File: config.mk
export PLATFORM = sky130hd
export DESIGN_NAME = booth_mul_seq
export DESIGN_NICKNAME = d
export VERILOG_FILES = /design/src/rtl/booth_mul_seq.sv
export SDC_FILE = /design/constraint.sdc
export NUM_CORES = 1
export LEC_CHECK = 0
export ABC_CLOCK_PERIOD_IN_PS = 6400
export CORE_ASPECT_RATIO = 0.7
export CORE_MARGIN = 4
export CORE_UTILIZATION = 47
export CTS_CLUSTER_SIZE = 10
export DETAILED_ROUTE_END_ITERATION = 10
export GPL_TIMING_DRIVEN = 0
export PLACE_DENSITY = 0.78
export SETUP_SLACK_MARGIN = 0.5
export SLEW_MARGIN = 20
export SYNTH_ARGS = -nofsm -noshare
export SYNTH_HDL_FRONTEND = slang
export SYNTH_SLANG_ARGS = --single-unit
File: constraint.sdc
create_clock -name clk -period 6.4 [get_ports clk]
set_input_delay 1.28 -clock clk [delete_from_list [all_inputs] [get_ports clk]]
set_output_delay 1.28 -clock clk [all_outputs]
set_load 0.02 [all_outputs]
File: src/rtl/booth_mul_seq.sv
// Sequential radix-4 Booth multiplier with a start/done handshake.
// Handles signed or unsigned operands and takes WIDTH/2+1 cycles per product.
module booth_mul_seq #(
  parameter int unsigned WIDTH = 32
) (
  input  logic             clk,
  input  logic             rst_n,
  input  logic             start,
  input  logic             is_signed,
  input  logic [WIDTH-1:0] a,
  input  logic [WIDTH-1:0] b,
  output logic             busy,
  output logic             done,
  output logic [WIDTH-1:0] prod_hi,
  output logic [WIDTH-1:0] prod_lo
);

  localparam int unsigned AccW  = WIDTH + 4;
  localparam int unsigned MulW  = WIDTH + 2;
  localparam int unsigned NIter = WIDTH / 2 + 1;
  localparam int unsigned CntW  = $clog2(NIter + 1);

  typedef enum logic [1:0] {StIdle, StRun, StDone} state_e;

  state_e            state_q;
  logic [CntW-1:0]   cnt_q;
  logic [AccW-1:0]   acc_q;
  logic [AccW-1:0]   m_q;
  logic [MulW-1:0]   q_q;
  logic              qm1_q;

  logic              a_sign, b_sign;
  logic [AccW-1:0]   addend;
  logic [AccW-1:0]   sum;
  logic [AccW-1:0]   acc_nx;
  logic [MulW-1:0]   q_nx;
  logic [2*WIDTH-1:0] prod_nx;

  assign a_sign = is_signed & a[WIDTH-1];
  assign b_sign = is_signed & b[WIDTH-1];

  always_comb begin
    addend = '0;
    case ({q_q[1:0], qm1_q})
      3'b001, 3'b010: addend = m_q;
      3'b011:         addend = m_q << 1;
      3'b100:         addend = -(m_q << 1);
      3'b101, 3'b110: addend = -m_q;
      default:        addend = '0;
    endcase
    sum     = acc_q + addend;
    // Arithmetic shift by two across the accumulator/multiplier pair.
    acc_nx  = {{2{sum[AccW-1]}}, sum[AccW-1:2]};
    q_nx    = {sum[1:0], q_q[MulW-1:2]};
    prod_nx = {acc_nx[WIDTH-3:0], q_nx};
  end

  always_ff @(posedge clk) begin
    if (!rst_n) begin
      state_q <= StIdle;
      cnt_q   <= '0;
      acc_q   <= '0;
      m_q     <= '0;
      q_q     <= '0;
      qm1_q   <= 1'b0;
      busy    <= 1'b0;
      done    <= 1'b0;
      prod_hi <= '0;
      prod_lo <= '0;
    end else begin
      unique case (state_q)
        StIdle, StDone: begin
          done <= 1'b0;
          if (start) begin
            m_q     <= {{4{a_sign}}, a};
            q_q     <= {{2{b_sign}}, b};
            qm1_q   <= 1'b0;
            acc_q   <= '0;
            cnt_q   <= CntW'(NIter);
            busy    <= 1'b1;
            state_q <= StRun;
          end else begin
            state_q <= StIdle;
          end
        end
        StRun: begin
          acc_q <= acc_nx;
          q_q   <= q_nx;
          qm1_q <= q_q[1];
          cnt_q <= cnt_q - 1'b1;
          if (cnt_q == CntW'(1)) begin
            prod_hi <= prod_nx[2*WIDTH-1:WIDTH];
            prod_lo <= prod_nx[WIDTH-1:0];
            busy    <= 1'b0;
            done    <= 1'b1;
            state_q <= StDone;
          end
        end
        default: state_q <= StIdle;
      endcase
    end
  end

endmodule
==> results_dict.tcl <==
set metrics [dict create \
    worst-slew-pin-transition_ns 1.05 \
    required_ns 6.72 \
    worstHoldPathCells 2 \
    cts_hold_buf 0 \
    power.net_switching_w 0.000942 \
    combPwrFrac_pct 21.8 \
    buffers_added_on_ports 132 \
    crit_chain "clkbuf_1 > clkinv_1 > nand2_1 > clkbuf_1 > nor2_1 > a22oi_1 > o21ai_0 > ha_1 > a21oi_1 > o211ai_1 > a221oi_1 > a21oi_1 > nor3_1 > o21ai_0 > a2111oi_0 > nor4_1 > a2bb2oi_1" \
    layout.nets 1563 \
    ant_nets 0 \
    grt_pass1_wl_mm 49.9 \
    final_hold_viol_count 0 \
    grt_setup_unrepaired "false" \
    global_route_met2_usage_pct 38.1 \
    clockPowerShare_pct 36.4 \
    synth-warning-count 0 \
    drv.max_cap_violation_count 0 \
    outcome "finished clean" \
    power-per-cell-area_nw_per_um2 235 \
    clkLatencyLatePin_ns 0.44 \
    setup_total_negative_slack_ns 0 \
    chipWidth_um 181 \
    floorplan.die.height_um 129 \
    maxClockFrequency_ghz 0.177 \
    die-area_um2 23300 \
    worst_setup_path_start_kind "register" \
    crit_path_max_incr_delay_ns 0.63 \
    io_pins 134 \
    std_cell_rows 43 \
    global_route.usage.total_pct 26.6 \
    timing.final.ws_setup_ns 0.745 \
    worst-r2r-cell-count 17 \
    area.growth.synth_to_final_pct 22.8 \
    initial_utilization_pct 48.6 \
    cp-end-kind "register" \
    core_area_um2 20200 \
    viasPerCell 5.88 \
    crit_path_top_delay_cell "sky130_fd_sc_hd__a221oi_1" \
    async_sr_flop_fraction_pct 0 \
    final_min_period_over_clock_period_pct 88.4 \
    cts.repair_timing.setup_buffer_count 0 \
    clock_tree.htree_level_count 4 \
    timing.setup.critical_path_class "reg -> reg" \
    antenna_found_initial 0 \
    synthesis.instances 1305 \
    detailedPlacementHpwl_mm 24.2 \
    setup_slack_after_placement_ns 0.964 \
    cts.path.max_buffers 2 \
    most-common-layout-cells "sky130_fd_sc_hd__nand2_1, sky130_fd_sc_hd__dfxtp_1, sky130_fd_sc_hd__a21oi_1" \
    final-setup-viol-count 0 \
    drive_above_1_share_pct 4.36 \
    power_frac_seq_pct 41.7 \
    timing.critical_path.arrival_ns 5.98 \
    diodes 0 \
    num_vias 10223 \
    gr-usage-met3_pct 5.54 \
    grt_pass1_vias 9324 \
    power_report.internal_total_w 0.00189 \
    top_usage_layer "met1" \
    yosysSeqAreaShare_pct 35.7 \
    power.switching_fraction_pct 33.3 \
    cts_made_buffers 17 \
    final.fill_count 1864 \
    peakVddDrop_mv 0.146 \
    met1_usage_pct 39.8 \
    synth_cell_types 69 \
    skew_ns 0.00943 \
    clk_pin_slew_ns 0.08 \
    period_needed_ns 5.66 \
    synth.cell_area_um2 9810 \
    gp_congestion 0.986 \
    timing.max_slew.rel_slack_pct 29.3 \
    drt_first_pass_iters 5 \
    layout_commonest_cell "sky130_fd_sc_hd__nand2_1" \
    post_cts.resized_instances 0 \
    tritoncts_num_sinks 175 \
    root_cell_of_the_clock_tree "sky130_fd_sc_hd__clkbuf_16" \
    syn_nets 1412 \
    grt_max_degree 19 \
    clock_tree_from_tritoncts "yes" \
    globalRoute.totalOverflow 0 \
    power.static_leakage_nw 4.41 \
    wl_per_cell_um 18.4 \
    postSynthRegisterBits 175 \
    postRouteWirelength_mm 32.0 \
    synth.avg_cell_area_um2 7.52 \
    timing.critical_path.fanout_max 10 \
    first_iter_violations 1128 \
    synth_flop_cell "sky130_fd_sc_hd__dfxtp_1" \
    slew_violations 0 \
    synth-edff-count 0 \
    holdCritPathClass "reg -> reg" \
    remaining_drc_errors 0 \
]
## final timing paths
| check | endpoint | slack, ns | from |
|---|---|---|---|
| max | acc_q[34] | 0.74 | qm1_q |
| min | prod_lo[3] | 0.45 | prod_lo[3] |
| max reg2reg | acc_q[34] | 0.74 | qm1_q |
| min reg2reg | prod_lo[3] | 0.45 | prod_lo[3] |
## cell type report
type	count	area (um^2)	share of cell area (%)
Buffer	94	393	3.26
Clock buffer	17	425	3.53
Clock inverter	14	151	1.26
Inverter	21	78.8	0.654
Multi-Input combinational cell	1015	5840	48.5
Sequential cell	175	3500	29.1
Tap cell	270	338	2.80
Timing Repair Buffer	132	1320	11.0
## kinds of logic (layout without fill, tap and decap cells)
logic type | Yosys count | in the layout | synth area share (%)
compound gates | 410 | 410 | 25.7
mux | 3 | 3 | 0.306
flops | 175 | 175 | 35.7
buf+inv | 115 | 278 | 4.78
xor+xnor | 70 | 70 | 6.25
simple gates | 493 | 493 | 22.2
fa+ha+maj | 39 | 39 | 5.05
## worst max-delay path, delay by kind of cell (launching register included)
family | cells | cell delay [ns]
compound gates | 9 | 2.51
fa+ha+maj | 1 | 0.41
buf+inv | 3 | 1.28
flops | 1 | 0.31
simple gates | 4 | 1.02
## power groups by stage
| stage | sequential (W) | combinational, W | clock, W |
|---|---|---|---|
| after floorplan | 0.00120 | 0.000396 | 0 |
| after global placement | 0.00120 | 0.000593 | 0 |
| after detailed placement | 0.00120 | 0.000599 | 0 |
| after CTS | 0.00118 | 0.000604 | 0.00104 |
| after global routing | 0.00119 | 0.000671 | 0.00108 |
| final | 0.00118 | 0.000618 | 0.00103 |
## registers in the layout (all words and copies together), names as in the netlist
register	flops
m_q	33
cnt_q	5
busy	1
state_q	2
prod_lo	32
prod_hi	32
acc_q	34
q_q	34
done	1
qm1_q	1
## cells in the mapped netlist (5+ instances only)
library cell	number	area share [%]
sky130_fd_sc_hd__a22o_1	8	0.71
sky130_fd_sc_hd__o21ai_0	68	3.5
sky130_fd_sc_hd__a22oi_1	64	4.9
sky130_fd_sc_hd__buf_1	7	0.27
sky130_fd_sc_hd__o211ai_1	8	0.61
sky130_fd_sc_hd__and3_1	5	0.32
sky130_fd_sc_hd__nor2b_1	8	0.51
sky130_fd_sc_hd__ha_1	38	4.8
sky130_fd_sc_hd__dfxtp_1	175	36
sky130_fd_sc_hd__a221oi_1	5	0.45
sky130_fd_sc_hd__a211oi_1	14	1.1
sky130_fd_sc_hd__or3_1	14	0.89
sky130_fd_sc_hd__clkbuf_1	74	2.8
sky130_fd_sc_hd__o21bai_1	6	0.46
sky130_fd_sc_hd__a31oi_1	7	0.45
sky130_fd_sc_hd__o31ai_1	8	0.61
sky130_fd_sc_hd__nand2_1	294	11
sky130_fd_sc_hd__o21a_1	10	0.76
sky130_fd_sc_hd__o221ai_1	6	0.54
sky130_fd_sc_hd__a21o_1	11	0.84
sky130_fd_sc_hd__a21oi_1	174	8.9
sky130_fd_sc_hd__xnor2_1	41	3.7
sky130_fd_sc_hd__xor2_1	29	2.6
sky130_fd_sc_hd__nand2b_1	8	0.51
sky130_fd_sc_hd__buf_2	9	0.46
sky130_fd_sc_hd__nor3_1	20	1.0
sky130_fd_sc_hd__inv_1	19	0.73
sky130_fd_sc_hd__nand3_1	19	0.97
sky130_fd_sc_hd__nor2_1	85	3.3
## stage by stage
| stage | hold slack, ns | utilization, % | cell area, um^2 | power [W] | std cells |
|---|---|---|---|---|---|
| floorplan | 0.432 | - | 9810 | 0.00160 | 1305 |
| global placement | 0.443 | 56.9 | 11500 | 0.00179 | 1707 |
| detailed placement | 0.446 | 56.9 | 11500 | 0.00180 | 1707 |
| CTS | 0.456 | 59.7 | 12100 | 0.00282 | 1738 |
| global route | 0.470 | 59.8 | 12100 | 0.00294 | 1738 |
| finish | 0.454 | 59.8 | 12100 | 0.00283 | 1738 |
## metal layers
| metal | up-vias | wire [um] |
|---|---|---|
| met5 | - | 0 |
| met3 | 52 | 3300 |
| met4 | 0 | 738 |
| met2 | 530 | 13100 |
| li1 | 4893 | - |
| met1 | 4748 | 14900 |
Power figures use the tool's default switching activity.
